### src/rtl/Pipe_Ctrl_PKG.sv
// Shared types and constants for the pipeline sequencing controller.
// Holds the controller state encoding, the all-zero NOP entry loaded on a
// flush, and the register-match helper used by the hazard detector.
package Pipe_Ctrl_PKG;

  typedef enum logic [1:0] {
    RUN      = 2'd0,
    MEM_WAIT = 2'd1,
    DRAIN    = 2'd2,
    HALTED   = 2'd3
  } pipe_ctrl_state_t;

  localparam int REG_ADDR_W = 5;
  localparam int INSTR_W    = 32;
  localparam int NUM_SRC    = 2;

  // Value a pipeline buffer register takes when its flush is asserted.
  localparam logic [INSTR_W-1:0] NOP_ENTRY = '0;

  // A source register depends on a producer when the producer writes the
  // register file, targets the same register, and that register is not x0.
  function automatic logic reg_match(
    input logic [REG_ADDR_W-1:0] rs,
    input logic [REG_ADDR_W-1:0] rd,
    input logic                  regwrite
  );
    return regwrite && (rd != '0) && (rs == rd);
  endfunction

endpackage

### src/rtl/raw_hazard_detect.sv
// Combinational read-after-write hazard detector for the ID stage.
// Build option PIPE_FWD_EN: when defined, forwarding paths exist and only a
// load in ID/EX feeding the instruction in IF/ID needs a stall. When
// undefined, any in-flight producer in ID/EX, EX/MEM or MEM/WB stalls the
// consumer until the producer has retired, since the register file does not
// bypass a same-cycle write to a read.
module raw_hazard_detect
  import Pipe_Ctrl_PKG::*;
(
  input  logic [4:0] id_rs1,
  input  logic [4:0] id_rs2,
  input  logic       idex_memread,
  input  logic       idex_regwrite,
  input  logic [4:0] idex_rd,
  input  logic       exmem_regwrite,
  input  logic [4:0] exmem_rd,
  input  logic       memwb_regwrite,
  input  logic [4:0] memwb_rd,
  output logic       stall
);

  logic [REG_ADDR_W-1:0] src [NUM_SRC];
  logic [NUM_SRC-1:0]    idex_hit;
  logic [NUM_SRC-1:0]    exmem_hit;
  logic [NUM_SRC-1:0]    memwb_hit;

  assign src[0] = id_rs1;
  assign src[1] = id_rs2;

  // Per-source comparison against every downstream producer.
  for (genvar gi = 0; gi < NUM_SRC; gi++) begin : g_src
    assign idex_hit[gi]  = reg_match(src[gi], idex_rd,  idex_regwrite);
    assign exmem_hit[gi] = reg_match(src[gi], exmem_rd, exmem_regwrite);
    assign memwb_hit[gi] = reg_match(src[gi], memwb_rd, memwb_regwrite);
  end

`ifdef PIPE_FWD_EN
  // Only the load-use case cannot be covered by forwarding.
  assign stall = idex_memread && (|idex_hit);

  logic unused_fwd;
  assign unused_fwd = ^{exmem_hit, memwb_hit};
`else
  // Without forwarding every pending write blocks the reader.
  assign stall = (|idex_hit) || (|exmem_hit) || (|memwb_hit);

  logic unused_memread;
  assign unused_memread = idex_memread;
`endif

endmodule

### src/rtl/pipe_hazard_ctrl.sv
// Central sequencing controller for a 5-stage pipeline.
// Produces every pipeline-register write-enable and flush: stalls on RAW
// hazards, flushes the wrong path on a taken branch, freezes while data
// memory is busy, and drains then stops the core on a halt instruction.
// Build option PIPE_FWD_EN selects the forwarding-aware hazard rule inside
// raw_hazard_detect.
module pipe_hazard_ctrl
  import Pipe_Ctrl_PKG::*;
#(
  parameter int STALL_CNT_W  = 32,
  parameter int DRAIN_CYCLES = 2
) (
  input  logic                   clk,
  input  logic                   reset,
  input  logic [4:0]             id_rs1,
  input  logic [4:0]             id_rs2,
  input  logic                   idex_memread,
  input  logic                   idex_regwrite,
  input  logic                   idex_halt,
  input  logic [4:0]             idex_rd,
  input  logic                   exmem_regwrite,
  input  logic                   exmem_memacc,
  input  logic [4:0]             exmem_rd,
  input  logic                   memwb_regwrite,
  input  logic [4:0]             memwb_rd,
  input  logic                   branch_taken,
  input  logic                   dmem_ready,
  output logic                   pc_we,
  output logic                   ifid_we,
  output logic                   idex_we,
  output logic                   exmem_we,
  output logic                   memwb_we,
  output logic                   ifid_flush,
  output logic                   idex_flush,
  output logic                   memwb_bubble,
  output logic                   dmem_req,
  output logic                   halted,
  output logic [STALL_CNT_W-1:0] stall_cnt
);

  localparam int DRAIN_W = (DRAIN_CYCLES < 2) ? 1 : $clog2(DRAIN_CYCLES + 1);
  localparam logic [DRAIN_W-1:0] DRAIN_INIT = DRAIN_W'(DRAIN_CYCLES);
  localparam logic [DRAIN_W-1:0] DRAIN_LAST = DRAIN_W'(1);

  pipe_ctrl_state_t       state_reg;
  pipe_ctrl_state_t       state_next;
  logic [DRAIN_W-1:0]     drain_cnt_reg;
  logic [DRAIN_W-1:0]     drain_cnt_next;
  logic                   drain_wait_reg;
  logic                   drain_wait_next;
  logic                   halted_reg;
  logic [STALL_CNT_W-1:0] stall_cnt_reg;

  logic hazard_stall;
  logic run_mem_stall;
  logic drain_req;
  logic drain_freeze;

  raw_hazard_detect u_hazard (
    .id_rs1         (id_rs1),
    .id_rs2         (id_rs2),
    .idex_memread   (idex_memread),
    .idex_regwrite  (idex_regwrite),
    .idex_rd        (idex_rd),
    .exmem_regwrite (exmem_regwrite),
    .exmem_rd       (exmem_rd),
    .memwb_regwrite (memwb_regwrite),
    .memwb_rd       (memwb_rd),
    .stall          (hazard_stall)
  );

  // An access in EX/MEM that memory has not finished this cycle.
  assign run_mem_stall = exmem_memacc && !dmem_ready;

  // Inside the drain the request is kept up once a freeze has started, so a
  // pending access cannot be dropped before memory answers.
  assign drain_req    = exmem_memacc || drain_wait_reg;
  assign drain_freeze = drain_req && !dmem_ready;

  // State register plus drain bookkeeping.
  always_ff @(posedge clk) begin
    if (reset) begin
      state_reg      <= RUN;
      drain_cnt_reg  <= '0;
      drain_wait_reg <= 1'b0;
    end else begin
      state_reg      <= state_next;
      drain_cnt_reg  <= drain_cnt_next;
      drain_wait_reg <= drain_wait_next;
    end
  end

  // Next-state and drain-counter decision.
  always_comb begin
    state_next      = state_reg;
    drain_cnt_next  = drain_cnt_reg;
    drain_wait_next = 1'b0;
    case (state_reg)
      RUN: begin
        if (run_mem_stall) begin
          state_next = MEM_WAIT;
        end else if (idex_halt) begin
          if (DRAIN_CYCLES == 0) begin
            state_next = HALTED;
          end else begin
            state_next     = DRAIN;
            drain_cnt_next = DRAIN_INIT;
          end
        end
      end
      MEM_WAIT: begin
        if (dmem_ready) begin
          state_next = RUN;
        end
      end
      DRAIN: begin
        if (drain_freeze) begin
          drain_wait_next = 1'b1;
        end else if (drain_cnt_reg <= DRAIN_LAST) begin
          state_next = HALTED;
        end else begin
          drain_cnt_next = drain_cnt_reg - DRAIN_LAST;
        end
      end
      HALTED: begin
        state_next = HALTED;
      end
      default: begin
        state_next = RUN;
      end
    endcase
  end

  // Stage enables, flushes and memory request from state and live inputs.
  always_comb begin
    pc_we        = 1'b0;
    ifid_we      = 1'b0;
    idex_we      = 1'b0;
    exmem_we     = 1'b0;
    memwb_we     = 1'b0;
    ifid_flush   = 1'b0;
    idex_flush   = 1'b0;
    memwb_bubble = 1'b0;
    dmem_req     = 1'b0;
    if (reset) begin
      ifid_flush = 1'b1;
      idex_flush = 1'b1;
    end else begin
      case (state_reg)
        RUN: begin
          dmem_req = exmem_memacc;
          if (run_mem_stall) begin
            memwb_bubble = 1'b1;
          end else if (idex_halt) begin
            ifid_we    = 1'b1;
            idex_we    = 1'b1;
            exmem_we   = 1'b1;
            memwb_we   = 1'b1;
            ifid_flush = 1'b1;
            idex_flush = 1'b1;
          end else if (branch_taken) begin
            pc_we      = 1'b1;
            ifid_we    = 1'b1;
            idex_we    = 1'b1;
            exmem_we   = 1'b1;
            memwb_we   = 1'b1;
            ifid_flush = 1'b1;
            idex_flush = 1'b1;
          end else if (hazard_stall) begin
            idex_we    = 1'b1;
            idex_flush = 1'b1;
            exmem_we   = 1'b1;
            memwb_we   = 1'b1;
          end else begin
            pc_we    = 1'b1;
            ifid_we  = 1'b1;
            idex_we  = 1'b1;
            exmem_we = 1'b1;
            memwb_we = 1'b1;
          end
        end
        MEM_WAIT: begin
          dmem_req = 1'b1;
          if (dmem_ready) begin
            pc_we    = 1'b1;
            ifid_we  = 1'b1;
            idex_we  = 1'b1;
            exmem_we = 1'b1;
            memwb_we = 1'b1;
          end else begin
            memwb_bubble = 1'b1;
          end
        end
        DRAIN: begin
          dmem_req = drain_req;
          if (drain_freeze) begin
            memwb_bubble = 1'b1;
          end else begin
            idex_we    = 1'b1;
            idex_flush = 1'b1;
            exmem_we   = 1'b1;
            memwb_we   = 1'b1;
          end
        end
        default: begin
          // HALTED: everything frozen until reset.
        end
      endcase
    end
  end

  // Halt indication, registered from the state being entered.
  always_ff @(posedge clk) begin
    if (reset) begin
      halted_reg <= 1'b0;
    end else begin
      halted_reg <= (state_next == HALTED);
    end
  end

  // Counts cycles in which the PC is held while the core is still live.
  always_ff @(posedge clk) begin
    if (reset) begin
      stall_cnt_reg <= '0;
    end else if (!pc_we && (state_reg != HALTED)) begin
      stall_cnt_reg <= stall_cnt_reg + STALL_CNT_W'(1);
    end
  end

  assign halted    = halted_reg;
  assign stall_cnt = stall_cnt_reg;

endmodule

### config.mk
export PLATFORM = sky130hd
export DESIGN_NAME = pipe_hazard_ctrl
export DESIGN_NICKNAME = d
export VERILOG_FILES = /design/src/rtl/Pipe_Ctrl_PKG.sv /design/src/rtl/raw_hazard_detect.sv /design/src/rtl/pipe_hazard_ctrl.sv
export SDC_FILE = /design/constraint.sdc
export NUM_CORES = 1
export LEC_CHECK = 0
export ABC_AREA = 1
export CAP_MARGIN = 20
export CORE_MARGIN = 3
export CORE_UTILIZATION = 51
export CTS_CLUSTER_SIZE = 12
export DETAILED_ROUTE_END_ITERATION = 10
export MAX_ROUTING_LAYER = met4
export PLACE_DENSITY = 0.91
export SLEW_MARGIN = 15
export SYNTH_ARGS = -nofsm -noshare
export SYNTH_HDL_FRONTEND = slang
export SYNTH_SLANG_ARGS = --single-unit
### constraint.sdc
create_clock -name clk -period 2.2 [get_ports clk]
set_clock_uncertainty 0.05 [all_clocks]
set_input_delay 0.44 -clock clk [delete_from_list [all_inputs] [get_ports clk]]
set_output_delay 0.44 -clock clk [all_outputs]
set_load 0.02 [all_outputs]
Word level (Yosys, flattened, before mapping)
Index checks and enable logic that the tools add are counted.
{"block": "totals", "reg_bits": 38, "latchBits": 0, "ram_bits": 0, "rom_bits": 0, "inputBits": 35, "output_inout_bits": 42, "elab_cells": 95, "n_memories": 0}
{"block": "classes", "n_addsub": 2, "multipliers": 0, "n_div": 0, "order_cmp": 1, "eq_ne": 15, "shift": 0, "n_mux": 44, "bitwise": 1, "n_reduce_logical": 27}
{"operator": "32-bit by 1-bit adder with 32-bit output (second input constant)", "n": 1}
{"operator": "5-bit equality test", "n": 6}
{"operator": "1-bit two-way mux", "n": 27}
{"operator": "2-bit two-way mux", "n": 9}
{"operator": "5-bit nonzero test", "n": 3}
{"operator": "1-bit logical AND", "n": 12}
{"operator": "2-bit != test (second input constant)", "n": 5}
{"operator": "1-bit case mux with 3 select lines", "n": 3}
{"operator": "2-bit case mux with 4 select lines", "n": 1}
{"operator": "2-bit OR reduction", "n": 4}
{"operator": "2-bit equality test (second input constant)", "n": 3}
{"operator": "1-bit case mux with 2 select lines", "n": 3}
{"operator": "5-bit AND reduction", "n": 1}
{"operator": "2-bit case mux with 2 select lines", "n": 1}
{"operator": "1-bit logical OR", "n": 3}
{"operator": "2-bit by 1-bit equality test with 1-bit output (second input constant)", "n": 1}
{"operator": "2-bit by 1-bit less-or-equal comparator with 1-bit output (second input constant)", "n": 1}
{"operator": "1-bit zero test", "n": 2}
{"operator": "2-bit zero test", "n": 1}
{"operator": "2-bit nonzero test", "n": 1}
{"operator": "2-bit by 1-bit subtractor with 2-bit output (second input constant)", "n": 1}
{"operator": "1-bit inverter", "n": 1}

Longest topological paths before layout
Gate-level depths: netlist (run 1).
{"block": "logic_depth", "ltp_word": 14, "mapped_depth": 16, "ltp_nobuf": 15}

Modules after synthesis
From an unflattened synthesis (run 1), not the netlist that was laid out.
{"block": "unflattened", "hier_cells": 542, "hier_area_um2": 2954.1}
{"module": "pipe_hazard_ctrl", "instances": 1, "cells_per_inst": 409, "area_per_inst_um2": 2394.8, "seq_area_each_um2": 760.7}
{"module": "raw_hazard_detect", "instances": 1, "cells_per_inst": 133, "area_per_inst_um2": 559.3, "seq_area_each_um2": 0.0}

Worst setup path before layout (run 1)
OpenSTA, ideal clock, no wires.
{"block": "synth_timing", "kind": "input -> output", "startpoint": "in exmem_memacc", "endpoint": "out idex_we", "t_arrival_ns": 1.523, "t_required_ns": 1.710, "path_slack_ns": 0.187, "stages": 6, "path_buffers": 1, "cell_sequence": "o21ai_0 inv_1 nor2_1 nor3b_1 nor2_1 buf_4"}
{"block": "synth_via", "elab_chain_cells": 5, "elab_cells_between_ends": 7, "cone_classes": "4 x mux; 3 x reduce/logical"}
{"element": "start: declaration", "line": "pipe_hazard_ctrl.sv:22", "source": "input logic exmem_memacc,"}
{"element": "1-bit logical OR", "line": "pipe_hazard_ctrl.sv:77", "source": "assign drain_req = exmem_memacc || drain_wait_reg;"}
{"element": "1-bit logical AND", "line": "pipe_hazard_ctrl.sv:78", "source": "assign drain_freeze = drain_req && !dmem_ready;"}
{"element": "1-bit two-way mux"}
{"element": "1-bit case mux with 3 select lines *"}
{"element": "1-bit two-way mux *"}
{"element": "end: declaration", "line": "pipe_hazard_ctrl.sv:30", "source": "output logic idex_we,"}
Mark *: on every way between the ends. The rest lies on a longest branch, timed or not.

Final worst setup path (run 1)
{"block": "layout_timing", "startpoint": "in exmem_regwrite", "endpoint": "out ifid_we"}
{"block": "layout_via", "elab_chain_cells": 11, "elab_cells_between_ends": 12, "cone_classes": "6 x mux; 6 x reduce/logical"}
{"element": "start: declaration", "line": "pipe_hazard_ctrl.sv:21", "source": "input logic exmem_regwrite,"}
{"element": "1-bit logical AND *", "line": "Pipe_Ctrl_PKG.sv:27", "source": "return regwrite && (rd != '0) && (rs == rd);"}
{"element": "1-bit logical AND", "line": "Pipe_Ctrl_PKG.sv:27"}
{"element": "2-bit OR reduction *", "line": "raw_hazard_detect.sv:45", "source": "assign stall = (|idex_hit) || (|exmem_hit) || (|memwb_hit);"}
{"element": "1-bit logical OR * (2 in series)", "line": "raw_hazard_detect.sv:45"}
{"element": "1-bit two-way mux *", "line": "pipe_hazard_ctrl.sv:169", "source": "end else if (hazard_stall) begin"}
{"element": "1-bit two-way mux *", "line": "pipe_hazard_ctrl.sv:161", "source": "end else if (branch_taken) begin"}
{"element": "1-bit two-way mux *", "line": "pipe_hazard_ctrl.sv:154", "source": "end else if (idex_halt) begin"}
{"element": "1-bit two-way mux *", "line": "pipe_hazard_ctrl.sv:152", "source": "if (run_mem_stall) begin"}
{"element": "1-bit case mux with 2 select lines *", "line": "pipe_hazard_ctrl.sv:149", "source": "case (state_reg)"}
{"element": "1-bit two-way mux *", "line": "pipe_hazard_ctrl.sv:145", "source": "if (reset) begin"}
{"element": "end: declaration", "line": "pipe_hazard_ctrl.sv:29", "source": "output logic ifid_we,"}
Marks and branches as above.

==> run metrics, run 1 <==
outcome=completed; final cycle utilization of the critical path=0.969; number of global-route vias before repair=roughly 3300; number of pins exceeding their max-slew limit in the final report=0; critical hold path startpoint=drain_cnt_reg[0]; count of maximum capacitance violations=0; via count=~3400; proportion of layout cells with a drive suffix above 1=0.282; required time of the critical path=approximately 1700 ps; combinational family with the most area after synthesis=simple AND/OR/NAND/NOR gates; critical register-to-register path endpoint=stall_cnt[29]; number of design-rule violations left by the first detailed-router iteration=approximately 210; PD cells=~480 mW/mm^2; portion of the post-synthesis area used by sequential elements=0.238; net count after synthesis=approximately 520; basic-gate share of the synthesized area counting and, or, nand and nor cells=0.425; overall routed net length=between 9000 and 10000 um; Boundary Pins=a little under 80; post-synthesis xor/xnor area fraction=0.101; number of fill cells in the layout=around 560; Syn Std Cell Area=~0.0032 sq mm; wire length of the first global-routing pass=approximately 15000 um; fraction of synthesized area in multiplexers=0; number of enable flip-flop cells after synthesis=0; worst setup path category=in2out; number of buffers created by CTS=5; first-pass iteration count of the detailed router=5; global routing met3 resource utilization=0.0369; layout overhead on the synthesized area=29.1%; Largest register FFs=32; critical path endpoint category=primary output; leading cell type in the layout, fill and taps excluded=nand2_1; remaining number of nets flagged by the antenna check after routing=0; peak ir drop on the vdd network=0.437 mV; unique cell type count in the Yosys netlist=34; total number of placement rows=28; Hold Buf Count CTS=0; M1 GR Usage=0.353; maximum clock frequency=469 MHz; met2 usage in global routing=0.419; DPL Wire Length=slightly above 7000 um; destination of the worst hold path=drain_cnt_reg[0]; path depth of the worst reg2reg path=8; initial antenna violation count=0; Most Crowded Layer GR=met2; Post-Synthesis Mean Instance Area=approximately 6.6 sq um; quantity of I/O buffers inserted on ports=75; area leader, netlist=dfxtp_1; Max-slew headroom=0.609; final antenna diode count=0; Max Buffers Root-to-Sink=2; Total Routing Usage GR=0.263; Primary FF master, synth=dfxtp_1; Total Nets Final=611; count of final setup violators=0; H-tree level count=2; total number of clock tree sinks=38; share of flip-flops with an asynchronous set or reset after synthesis=0; class of the tightest hold or removal check=reg2reg; post-synthesis instance total=roughly 500; Initial Utilization=0.533; clock period minus worst slack=approximately 2100 ps; area share of the leading cell type in the synthesized netlist=0.238; R2R Setup Slk=around 240 ps; Die ar.=just over 0.007 sq mm; total power draw=slightly below 2 mW; horizontal die dimension=85.1 um; synthesis-stage register bit count=38; TritonCTS clock tree=built; clock network latency to the later pin of the worst-skew pair=300 ps; routed wire length per instance=~14 um; most frequent cells in the layout=126 x nand2_1, 44 x nand3_1, 41 x nor2_1; slew of the pin with the lowest slew margin=roughly 590 ps; pin count of the biggest net entering global routing=38; Die Span Y=roughly 85 um; routability-driven placement congestion ratio=0.986; clock slew at the register clock pins of the worst setup and hold paths=roughly 70 ps; ranking of synthesized cells by area=dfxtp_1 24%, nand2_1 15%, a21oi_2 8.2%, nand3_1 6.9%, nand2_2 6.7%; GR Overflow Total=0; data arrival time of the critical path=around 1600 ps; cell depth of the worst min-delay path=2; Post-Route Hold Slack=~420 ps; Max Fanout on Critical Path=2; CP startpoint=exmem_regwrite; cell at the root of the clock tree=clkbuf_8; Reg2Reg Launch Point=stall_cnt[7]; number of warnings issued by yosys=0; Compound-Gate Fraction of Synth Area=0.118; LEAKAGE=about 1.8 nW; endpoints failing hold=0; fraction of the mapped netlist area in adder cells=0.00784; via-per-instance ratio=roughly 5.3; standard cell core area=~0.006 sq mm; residual DRC count=0; crit start category=primary input
cell families after synthesis:
group / after synthesis
AOI/OAI and AO/OA: 49
xor gates and xnor gates: 37
adders and majority gates: 2
buffers and inverters: 71
DFF: 38
and+or+nand+nor: 290
final cells by class:
type	count	area, sq um	area share
Multi-Input combinational cell	378	2110	0.513
Clock buffer	7	76.3	0.0185
Inverter	56	218	0.0528
Clock inverter	1	30.0	0.00729
Timing Repair Buffer	95	830	0.201
Sequential cell	38	761	0.185
Tap cell	75	93.8	0.0228
layer usage:
layer,up-vias,part of all wire,wire length (um)
met2,139,0.47,4300
met5,-,0,0
met3,15,0.064,586
li1,1726,-,-
met4,0,0.016,146
met1,1561,0.45,4050
worst max-delay path, cell delays in order:
cell	delay [ps]
clkdlybuf4s50_1	470
o21ai_1	60
inv_1	60
nand2_2	50
nand3_2	80
nand2_2	70
o211ai_1	170
a21oi_1	90
buf_4	160
worst max path at each step:
| stage | endpoint | slack (ps) | depth (start not counted) |
|---|---|---|---|
| floorplan | idex_we | 190 | 6 |
| global placement | ifid_we | -810 | 13 |
| detailed placement | ifid_we | -800 | 13 |
| CTS | ifid_we | -30 | 11 |
| global route | ifid_we | -10 | 13 |
| finish | ifid_we | 70 | 9 |
power by group:
| group | total (mW) | internal (mW) | leakage (nW) | switching (mW) |
|---|---|---|---|---|
| clock network | 0.590 | 0.339 | 0.0524 | 0.251 |
| registers | 0.737 | 0.715 | 0.308 | 0.0229 |
| logic | 0.660 | 0.273 | 1.41 | 0.386 |
what timing repair did:
item                                    4_1_cts  5_1_grt
buffers inserted                              1        0
endpoints found under the setup margin       41       39
gates resized for setup                     108       81
pin swaps                                     9       23
endpoints found under the hold margin         0        0
synthesized netlist by cell type, types with 5 or more instances:
cell type	n
nand2_1	130
inv_1	48
nor2_1	47
nand3_1	44
dfxtp_1	38
nand2_2	34
a21oi_2	30
xor2_1	22
xnor2_1	15
nor3_1	13
nor4_1	9
inv_2	8
o21ai_0	7
a21oi_1	6
nand4_1	5
stage by stage:
| stage | area (sq um) | instances | utilization | setup WS, ps | TNS, ps |
|---|---|---|---|---|---|
| after global routing | 4120 | 650 | 0.688 | -12.6 | -12.6 |
| after floorplan | 3190 | 487 | - | 187 | 0 |
| after CTS | 4170 | 650 | 0.696 | -26.0 | -26.0 |
| after global placement | 4060 | 641 | 0.678 | -809 | -24640 |
| final | 4120 | 650 | 0.688 | 67.2 | 0 |
| after detailed placement | 4060 | 641 | 0.678 | -802 | -25540 |
Note: power is estimated with default switching activity, not from simulation.
==> run 2: changes to the inputs <==
CTS_BUF_LIST = sky130_fd_sc_hd__clkbuf_16   (was unset)
==> run metrics, run 2 (synthesized netlist as in run 1, its figures left out) <==
outcome=completed; routed wire length per instance=14.1 um (+0.81%); fraction of power spent switching nets=0.310 (-0.0218); most prevalent standard cell on the critical path=nand2_2; critical register-to-register path endpoint=stall_cnt[21]; standard cell core area=0.00599 sq mm (unchanged); Die Span Y=85.1 um (unchanged); overall routed net length=9170 um (+0.81%); worst stage delay on the critical path=470 ps (about the same); number of pins exceeding their max-slew limit in the final report=0 (unchanged); PD cells=525 mW/mm^2 (+8.9%); class of the tightest hold or removal check=reg2reg; maximum clock frequency=467 MHz (-0.38%); Post-Place Worst Slack=-802 ps (unchanged); wire length of the first global-routing pass=15200 um (about the same); data arrival time of the critical path=1650 ps (about the same); required time of the critical path=1710 ps (about the same); H-tree level count=2 (unchanged); slew of the pin with the lowest slew margin=575 ps (-11.4 ps); Reg2Reg Launch Point=stall_cnt[13]; Initial Utilization=0.533 (unchanged); layout overhead on the synthesized area=30.6%; Int Power=1.51 mW (+14%); CP Capture Point=ifid_we; setup slack after layout=59.1 ps (-8.05 ps); initial antenna violation count=0 (unchanged); Flop pwr share=0.337 (-0.034); slowest CP cell=clkdlybuf4s50_1; count of final setup violators=0 (unchanged); Post-Place Cell Area=0.00406 sq mm (unchanged); proportion of layout cells with a drive suffix above 1=0.278 (-0.00348); first-pass iteration count of the detailed router=5 (unchanged); GR Overflow Total=0 (unchanged); switching power of the nets=0.680 mW (+3.0%); peak ir drop on the vdd network=0.477 mV (+9.2%); final cycle utilization of the critical path=0.973 (+0.00366); crit start category=primary input; DPL Wire Length=7120 um (unchanged); Total Routing Usage GR=0.263 (about the same); TritonCTS clock tree=built; pin count of the biggest net entering global routing=38 (unchanged); clock network latency to the later pin of the worst-skew pair=280 ps (-20 ps); count of maximum capacitance violations=0 (unchanged); Largest register FFs=32 (unchanged); endpoints failing hold=0 (unchanged); number of buffers created by CTS=5 (unchanged); path depth of the worst reg2reg path=7 (-1); horizontal die dimension=85.1 um (unchanged); cells along the critical path=clkdlybuf4s50_1 -> o21ai_1 -> inv_1 -> nand2_2 -> nand3_2 -> nand2_2 -> o211ai_1 -> a21oi_1 -> buf_4; total number of placement rows=28 (unchanged); remaining number of nets flagged by the antenna check after routing=0 (unchanged); critical path endpoint category=primary output; via-per-instance ratio=5.34 (+0.81%); LEAKAGE=1.80 nW (+1.8%); Comb power frac=0.299 (-0.033); most frequent cells in the layout=126 x nand2_1, 44 x nand3_1, 42 x nor2_1; clock period minus worst slack=2140 ps (+8.05 ps); family of cells with the greatest summed delay on the critical path=buffers and inverters; residual DRC count=0 (unchanged); buffers and inverters on the worst path=3 (unchanged); number of design-rule violations left by the first detailed-router iteration=239 (+13%); Max Fanout on Critical Path=2 (unchanged); quantity of I/O buffers inserted on ports=75 (unchanged); worst setup path category=in2out; Hold Buf Count CTS=0 (unchanged); Boundary Pins=77 (unchanged); Total Nets Final=611 (unchanged); final antenna diode count=0 (unchanged); number of global-route vias before repair=3258 (-0.061%); cell at the root of the clock tree=clkbuf_16; Max Buffers Root-to-Sink=2 (unchanged); leading cell type in the layout, fill and taps excluded=nand2_1; total number of clock tree sinks=38 (unchanged); Max-slew headroom=0.617 (+0.00757); number of fill cells in the layout=546 (-2.0%); CP startpoint=exmem_regwrite; clock slew at the register clock pins of the worst setup and hold paths=50 ps (-20 ps); share of power burned in the clock network=0.364 (+0.067); routability-driven placement congestion ratio=0.986 (unchanged); R2R Setup Slk=280 ps (+40 ps); Die ar.=0.00725 sq mm (unchanged); critical path depth in cells=9 (unchanged); final non-filler cell area=0.00417 sq mm (+1.2%); via count=3469 (+0.81%)
[run 2: cell count changes in the layout (fill, tap and decap cells not counted)]
cell,previous run,this run
dlygate4sd2_1,3,2
clkbuf_8,5,0
clkbuf_16,0,5
nor2_1,41,42
inv_1,35,37
buf_2,5,9
nor2_2,5,4
clkbuf_2,6,5
clkdlybuf4s15_1,0,2
buf_4,37,33
clkbuf_1,2,0
[run 2: repair_timing]
action                                  4_1_cts  5_1_grt
endpoints found under the setup margin       41       39
gates resized for setup                     108       76
setup buffers                                 1        0
pin swaps                                     9       23
[run 2: power groups by stage]
stage / Clock (mW) / Sequential [mW] / Combinational (mW)
floorplan: 0 / 0.766 / 0.410
global placement: 0 / 0.752 / 0.650
detailed placement: 0 / 0.754 / 0.658
CTS: 0.805 / 0.739 / 0.647
global route: 0.833 / 0.743 / 0.713
finish: 0.797 / 0.739 / 0.654
[run 2: area by class of cell]
class                           count  area, sq um  area share
Sequential cell                    38          761       0.182
Multi-Input combinational cell    378         2110       0.506
Tap cell                           75         93.8      0.0225
Clock buffer                        5          125      0.0300
Inverter                           56          218      0.0522
Clock inverter                      3         37.5     0.00900
Timing Repair Buffer               95          826       0.198
[run 2: worst min-delay path: stages, from the launching register on]
cell     delay (ps)
dfxtp_1         320
inv_1            50
a21oi_1          50
[run 2: routing by layer]
metal	up-vias	share of wire	track usage
met5	-	0	-
met4	0	0.015	0.0619
met3	17	0.075	0.0350
met2	154	0.46	0.419
met1	1570	0.45	0.353
li1	1728	-	-
[run 2: worst min-delay path by stage]
stage | cells after the start | end | from | slack, ps
after detailed placement | 2 | drain_cnt_reg[0] | drain_cnt_reg[0] | 420
after CTS | 2 | drain_cnt_reg[0] | drain_cnt_reg[0] | 430
after floorplan | 2 | drain_cnt_reg[0] | drain_cnt_reg[0] | 390
final | 2 | drain_cnt_reg[0] | drain_cnt_reg[0] | 430
after global routing | 2 | drain_cnt_reg[0] | drain_cnt_reg[0] | 440
after global placement | 2 | drain_cnt_reg[0] | drain_cnt_reg[0] | 400
[run 2: stage by stage]
step | cells | TNS, ps | hold slack [ps] | power, mW | utilization
after CTS | 650 | -26.0 | 427 | 2.19 | 0.706
after detailed placement | 641 | -25540 | 418 | 1.41 | 0.678
after global placement | 641 | -24640 | 401 | 1.40 | 0.678
after floorplan | 487 | 0 | 392 | 1.18 | -
final | 650 | 0 | 426 | 2.19 | 0.696
after global routing | 650 | -12.6 | 444 | 2.29 | 0.696
